## config.mk

```make
export PLATFORM = sky130hd
export DESIGN_NAME = coreport_seq
export DESIGN_NICKNAME = d
export VERILOG_FILES = /design/src/rtl/coreport_pkg.sv /design/src/rtl/coreport_seq_tbl.sv /design/src/rtl/coreport_seq.sv
export SDC_FILE = /design/constraint.sdc
export NUM_CORES = 1
export LEC_CHECK = 0
export CORE_MARGIN = 3
export CORE_UTILIZATION = 40
export DETAILED_ROUTE_END_ITERATION = 8
export MAX_ROUTING_LAYER = met4
export PLACE_DENSITY = 0.61
export SYNTH_ARGS = -nofsm -noshare
export SYNTH_HDL_FRONTEND = slang
export SYNTH_SLANG_ARGS = --single-unit
```

## constraint.sdc

```tcl
create_clock -name wb_clk -period 6.39 [get_ports wb_clk]
set_input_delay 1.917 -clock wb_clk [delete_from_list [all_inputs] [get_ports wb_clk]]
set_output_delay 1.917 -clock wb_clk [all_outputs]
set_load 0.01 [all_outputs]
```

## src/rtl/coreport_pkg.sv

```systemverilog
`default_nettype none
// +----------------------------------------------------------------------+
// | coreport_pkg: coreport register map and sequencer state encoding     |
// | Rev 1.0                                                              |
// +----------------------------------------------------------------------+
package coreport_pkg;

    localparam logic [31:0] REG_DATAR = 32'h00;
    localparam logic [31:0] REG_DDR   = 32'h04;
    localparam logic [31:0] REG_IMR   = 32'h08;
    localparam logic [31:0] REG_IFR   = 32'h0C;
    localparam logic [31:0] REG_IER   = 32'h10;
    localparam logic [31:0] REG_DIR   = 32'h14;

    typedef enum logic [1:0] {
        ST_IDLE  = 2'd0,
        ST_CFG   = 2'd1,
        ST_WRITE = 2'd2,
        ST_DELAY = 2'd3
    } seq_state_t;

endpackage
`default_nettype wire

```

## src/rtl/coreport_seq_tbl.sv

```systemverilog
`default_nettype none
// +----------------------------------------------------------------------+
// | coreport_seq_tbl: (value, delay) pattern table, sync write/async read|
// | Rev 1.0                                                              |
// +----------------------------------------------------------------------+
module coreport_seq_tbl #(
    parameter int WIDTH   = 8,
    parameter int DEPTH   = 16,
    parameter int DELAY_W = 16,
    parameter int AW      = $clog2(DEPTH)
) (
    input  logic               clk,
    input  logic               we_i,
    input  logic [AW-1:0]      waddr_i,
    input  logic [WIDTH-1:0]   wvalue_i,
    input  logic [DELAY_W-1:0] wdelay_i,
    input  logic [AW-1:0]      raddr_i,
    output logic [WIDTH-1:0]   rvalue_o,
    output logic [DELAY_W-1:0] rdelay_o
);

    logic [WIDTH+DELAY_W-1:0] mem_q [DEPTH];

    always_ff @(posedge clk) begin
        if (we_i) begin
            mem_q[waddr_i] <= {wvalue_i, wdelay_i};
        end
    end

    assign {rvalue_o, rdelay_o} = mem_q[raddr_i];

endmodule
`default_nettype wire

```

## src/rtl/coreport_seq.sv

```systemverilog
`default_nettype none
// +----------------------------------------------------------------------+
// | coreport_seq: Wishbone master playing a (value, delay) table to a    |
// | coreport DATAR register after configuring its DDR.   Rev 1.0         |
// +----------------------------------------------------------------------+
module coreport_seq
    import coreport_pkg::*;
#(
    parameter int          WIDTH       = 8,
    parameter int          DEPTH       = 16,
    parameter int          DELAY_W     = 16,
    parameter logic [31:0] BASE_ADR    = 32'h0,
    parameter int          ACK_TIMEOUT = 255
) (
    input  logic                     wb_clk,
    input  logic                     wb_rst_n,
    input  logic                     tbl_we,
    input  logic [$clog2(DEPTH)-1:0] tbl_addr,
    input  logic [WIDTH-1:0]         tbl_value,
    input  logic [DELAY_W-1:0]       tbl_delay,
    input  logic [$clog2(DEPTH):0]   seq_len,
    input  logic                     seq_loop,
    input  logic [WIDTH-1:0]         ddr_mask,
    input  logic                     start,
    input  logic                     stop,
    output logic                     busy,
    output logic                     done,
    output logic                     err,
    output logic [$clog2(DEPTH)-1:0] cur_idx,
    output logic [31:0]              wbm_adr_o,
    output logic [WIDTH-1:0]         wbm_dat_o,
    output logic                     wbm_we_o,
    output logic                     wbm_cyc_o,
    output logic                     wbm_stb_o,
    output logic [2:0]               wbm_cti_o,
    output logic [1:0]               wbm_bte_o,
    input  logic                     wbm_ack_i,
    input  logic                     wbm_err_i
);

    localparam int AW = $clog2(DEPTH);
    localparam int LW = AW + 1;
    localparam int TW = $clog2(ACK_TIMEOUT + 1);

    seq_state_t         state_q;
    logic [AW-1:0]      idx_q;
    logic [LW-1:0]      len_q;
    logic               loop_q;
    logic [DELAY_W-1:0] cnt_q;
    logic [TW-1:0]      tmo_q;
    logic               stop_pend_q;
    logic               done_q;
    logic               err_q;
    logic               cyc_q;
    logic               stb_q;
    logic               we_q;
    logic [31:0]        adr_q;
    logic [WIDTH-1:0]   dat_q;

    logic               w_last;
    logic [AW-1:0]      w_idx_nxt;
    logic [AW-1:0]      w_rd_idx;
    logic [WIDTH-1:0]   w_rd_value;
    logic [DELAY_W-1:0] w_rd_delay;
    logic               w_stop;
    logic               w_tmo;

    assign w_last    = ({1'b0, idx_q} == (len_q - LW'(1)));
    assign w_idx_nxt = w_last ? '0 : idx_q + AW'(1);
    // DELAY pre-fetches the next entry so its strobe can start on the exit edge
    assign w_rd_idx  = (state_q == ST_DELAY) ? w_idx_nxt : idx_q;
    assign w_stop    = stop | stop_pend_q;
    assign w_tmo     = (tmo_q == TW'(ACK_TIMEOUT - 1));

    coreport_seq_tbl #(
        .WIDTH   (WIDTH),
        .DEPTH   (DEPTH),
        .DELAY_W (DELAY_W)
    ) u_tbl (
        .clk      (wb_clk),
        .we_i     (tbl_we),
        .waddr_i  (tbl_addr),
        .wvalue_i (tbl_value),
        .wdelay_i (tbl_delay),
        .raddr_i  (w_rd_idx),
        .rvalue_o (w_rd_value),
        .rdelay_o (w_rd_delay)
    );

    always_ff @(posedge wb_clk) begin
        if (!wb_rst_n) begin
            state_q     <= ST_IDLE;
            idx_q       <= '0;
            len_q       <= '0;
            loop_q      <= 1'b0;
            cnt_q       <= '0;
            tmo_q       <= '0;
            stop_pend_q <= 1'b0;
            done_q      <= 1'b0;
            err_q       <= 1'b0;
            cyc_q       <= 1'b0;
            stb_q       <= 1'b0;
            we_q        <= 1'b0;
            adr_q       <= '0;
            dat_q       <= '0;
        end else begin
            done_q <= 1'b0;
            if (stop && (state_q != ST_IDLE)) begin
                stop_pend_q <= 1'b1;
            end
            case (state_q)
                ST_IDLE: begin
                    stop_pend_q <= 1'b0;
                    idx_q       <= '0;
                    if (start && !stop) begin
                        if (seq_len != '0) begin
                            len_q   <= seq_len;
                            loop_q  <= seq_loop;
                            err_q   <= 1'b0;
                            tmo_q   <= '0;
                            cyc_q   <= 1'b1;
                            stb_q   <= 1'b1;
                            we_q    <= 1'b1;
                            adr_q   <= BASE_ADR + REG_DDR;
                            dat_q   <= ddr_mask;
                            state_q <= ST_CFG;
                        end else begin
                            done_q <= 1'b1;
                        end
                    end
                end
                ST_CFG, ST_WRITE: begin
                    if (stb_q) begin
                        if (wbm_err_i || (!wbm_ack_i && w_tmo)) begin
                            cyc_q   <= 1'b0;
                            stb_q   <= 1'b0;
                            we_q    <= 1'b0;
                            err_q   <= 1'b1;
                            state_q <= ST_IDLE;
                        end else if (wbm_ack_i) begin
                            cyc_q <= 1'b0;
                            stb_q <= 1'b0;
                            we_q  <= 1'b0;
                            if (w_stop) begin
                                state_q <= ST_IDLE;
                            end else if (state_q == ST_CFG) begin
                                idx_q   <= '0;
                                state_q <= ST_WRITE;
                            end else begin
                                cnt_q   <= w_rd_delay;
                                state_q <= ST_DELAY;
                            end
                        end else begin
                            tmo_q <= tmo_q + TW'(1);
                        end
                    end else if (w_stop) begin
                        state_q <= ST_IDLE;
                    end else begin
                        // first DATAR beat after the DDR write: the bus idles one cycle
                        tmo_q <= '0;
                        cyc_q <= 1'b1;
                        stb_q <= 1'b1;
                        we_q  <= 1'b1;
                        adr_q <= BASE_ADR + REG_DATAR;
                        dat_q <= w_rd_value;
                    end
                end
                ST_DELAY: begin
                    if (w_stop) begin
                        state_q <= ST_IDLE;
                    end else if (cnt_q != '0) begin
                        cnt_q <= cnt_q - DELAY_W'(1);
                    end else if (w_last && !loop_q) begin
                        done_q  <= 1'b1;
                        state_q <= ST_IDLE;
                    end else begin
                        idx_q   <= w_idx_nxt;
                        tmo_q   <= '0;
                        cyc_q   <= 1'b1;
                        stb_q   <= 1'b1;
                        we_q    <= 1'b1;
                        adr_q   <= BASE_ADR + REG_DATAR;
                        dat_q   <= w_rd_value;
                        state_q <= ST_WRITE;
                    end
                end
                default: state_q <= ST_IDLE;
            endcase
        end
    end

    assign busy      = (state_q != ST_IDLE);
    assign done      = done_q;
    assign err       = err_q;
    assign cur_idx   = ((state_q == ST_WRITE) || (state_q == ST_DELAY)) ? idx_q : '0;
    assign wbm_adr_o = adr_q;
    assign wbm_dat_o = dat_q;
    assign wbm_we_o  = we_q;
    assign wbm_cyc_o = cyc_q;
    assign wbm_stb_o = stb_q;
    assign wbm_cti_o = 3'b000;
    assign wbm_bte_o = 2'b00;

endmodule
`default_nettype wire
```

==> metrics.yaml <==
layout_common_cells: "edfxtp_1 (384), nand2_1 (85), clkdlybuf4s50_1 (67), mux4_2 (64), nor2_1 (60)"
drc: 0
report.final.slew_viol_count: 0
m1WireLength_um: 18600
clkTransAtPathRegs_ns: 0.06
crit_type: "reg -> out"
tightest_slew_ns: 1.08
drtPass1Iterations: 5
layout_worst_path_cycle_share_pct: 68.5
top_layer_used: "met4"
clkPwrFrac_pct: 42.9
p_seq_share_pct: 51.5
run_status: "complete, no violations"
final_cell_area_sq_um: 21000
vias: 10300
rsz0062_at_grt: "false"
swShare_pct: 21.5
cts_made_buffers: 45
powerDensity_nw_per_um2: 295
cts_sinks: 434
via_per_inst: 5.57
gp_congestion: 0.859
met2WireLength_um: 19800
grt_pass1_vias: 10400
critical-path-max-stage-delay_ns: 0.59
cp_cell_sequence: "ha_2, nor2_1, nor2b_1, clkdlybuf4s50_1"
hold_viol: 0
grt_first_pass_wirelength_um: 63900
port_buffers: 67
post_cts_buffers: 0
start_util_pct: 41.0
grt_max_degree: 78
wirelength_um: 42000
drt_iter0_drc: 1123
syn2layout_area_growth_pct: 14.3
placed_area_sq_um: 19500
setup.worst_path.start_class: "flip-flop"
arrival_ns: 2.46
async_flop_share_pct: 0
synth-edff-count: 384
fp.dieW_um: 220
grt.overflow.total: 0
min_period_ns: 4.38
drv_cap: 0
ir_drop_mv: 0.191
max_freq_ghz: 0.228
grt_usage_pct: 18.1
yosysSeqAreaShare_pct: 68.1
relSlewSlack_pct: 27.8
synth-main-ff-cell: "edfxtp_1"
die_area_sq_um: 48600
finalSetupTns_ns: 0
cp_max_fo: 27
syn_area_sq_um: 18400
wire_per_inst_um: 22.7
finClkSkew_ns: 0.0117
dpl.hpwl_um: 23900
die_y_um: 220
ant_nets: 0
nNetsFinal: 1279
holdPathStages: 2
synth-seq-cells: 434
num_rows: 77
clk_latency_ns: 0.56
p_comb_share_pct: 5.6
synth.distinct_cells: 80
drive_gt1_share_pct: 16.0
ff2ff_path_depth: 11
syn_area_per_cell_sq_um: 16.1
cts_hold_buf: 0
syn-instance-count: 1140
cp_slowest_cell: "ha_2"
required_ns: 4.47
p_sw_w: 0.00133
layout_commonest_cell: "edfxtp_1"
coreArea_sq_um: 44800
finalSetupViolations: 0
pin_count: 104
p_leak_nw: 6.72
ctsResizeCount: 0
cts_tree: "done"
worstSetupEndpointType: "output port"
htree_levels: 2
intPower_w: 0.00487
grt_antenna_before_repair: 4
clockRootBuffer: "clkbuf_16"
hold_class: "reg -> reg"
ys_warn_count: 0
met3_wirelength_um: 2750
cts.path.max_buffers: 3
## power groups by stage
stage               clock [W]  sequential [W]  combinational (W)
finish                0.00266         0.00319           0.000347
global route          0.00282         0.00320           0.000382
CTS                   0.00271         0.00319           0.000347
detailed placement          0         0.00325           0.000346
global placement            0         0.00325           0.000339
floorplan                   0         0.00325           0.000202
## cell usage after synthesis (7+ instances only)
cell | instances | share of area, %
a311oi_1 | 8 | 0.38
a22oi_1 | 12 | 0.49
o21ai_0 | 29 | 0.79
o211ai_1 | 10 | 0.41
mux4_2 | 64 | 7.8
nor2b_1 | 9 | 0.31
o221ai_1 | 10 | 0.48
dfxtp_1 | 50 | 5.4
mux2i_1 | 34 | 1.9
a211oi_1 | 10 | 0.41
inv_1 | 16 | 0.33
nor3_1 | 19 | 0.52
nand2_1 | 85 | 1.7
a21oi_1 | 24 | 0.65
o22ai_1 | 16 | 0.54
ha_1 | 9 | 0.61
edfxtp_1 | 384 | 63
nor2_1 | 72 | 1.5
o31ai_1 | 9 | 0.37
a31oi_1 | 18 | 0.61
nand3_1 | 12 | 0.33
or2_2 | 10 | 0.34
buf_4 | 46 | 1.9
mux4_1 | 13 | 1.9
clkbuf_1 | 21 | 0.43
xnor2_1 | 7 | 0.33
a2bb2oi_1 | 8 | 0.38
nand2b_1 | 17 | 0.58
buf_6 | 14 | 0.86
## cells by family (layout without fill, tap and decap cells)
family | Yosys count | count (layout) | synth area share (%)
and+or+nand+nor | 264 | 264 | 6.96
DFF | 434 | 434 | 68.1
buffers and inverters | 109 | 192 | 4.16
AOI/OAI and AO/OA | 198 | 198 | 7.87
xor gates and xnor gates | 13 | 13 | 0.619
adders and majority gates | 9 | 9 | 0.612
muxes | 112 | 112 | 11.6
other | 1 | 40 | 0.0204
## sequential cells by signal (all words and copies together), names as in the netlist
name	count
loop_q	1
err	1
done	1
wbm_stb_o	1
u_tbl.mem_q	384
wbm_we_o	1
wbm_dat_o	8
stop_pend_q	1
tmo_q	8
wbm_adr_o	1
len_q	5
state_q	2
idx_q	4
cnt_q	16
## worst paths after layout
path,start,endpoint,slack (ns)
hold / removal,wbm_we_o$_SDFFE_PN0P_,wbm_we_o$_SDFFE_PN0P_,0.50
hold reg to reg,wbm_we_o$_SDFFE_PN0P_,wbm_we_o$_SDFFE_PN0P_,0.50
setup reg to reg,len_q[0]$_SDFFE_PN0P_,wbm_dat_o[6]$_SDFFE_PN0P_,2.18
setup / recovery,state_q[1]$_SDFFE_PN0P_,cur_idx[1],2.01
## per-layer routing
| metal | up-vias | GRT usage, % |
|---|---|---|
| met5 | - | - |
| met4 | 0 | 5.30 |
| met3 | 71 | 3.20 |
| met2 | 336 | 27.9 |
| met1 | 5283 | 24.9 |
| li1 | 4645 | - |
## cell type report
cell class                      count  area [sq um]
Clock buffer                       54          1180
Inverter                           16          60.1
Multi-Input combinational cell    632          5300
Tap cell                          592           741
Clock inverter                     30           325
Sequential cell                   434         12500
Timing Repair Buffer               92           871
Antenna cell                        4          10.0
Fill cell                        3777         23800
## metrics by stage
stage	hold WS (ns)	std cells	setup slack (ns)	util (%)	power [W]
global route	0.523	1854	1.84	46.9	0.00640
detailed placement	0.491	1766	1.68	43.5	0.00360
CTS	0.506	1850	1.96	46.9	0.00625
global placement	0.478	1766	1.75	43.5	0.00359
floorplan	0.465	1175	1.86	-	0.00345
finish	0.500	1854	2.01	46.9	0.00620
## critical path, delay by kind of cell (launching register included)
kind	cells	cell delay [ns]
buf+inv	1	0.56
fa+ha+maj	1	0.59
flops	1	0.40
simple gates	2	0.35
(Power assumes the default switching activity.)
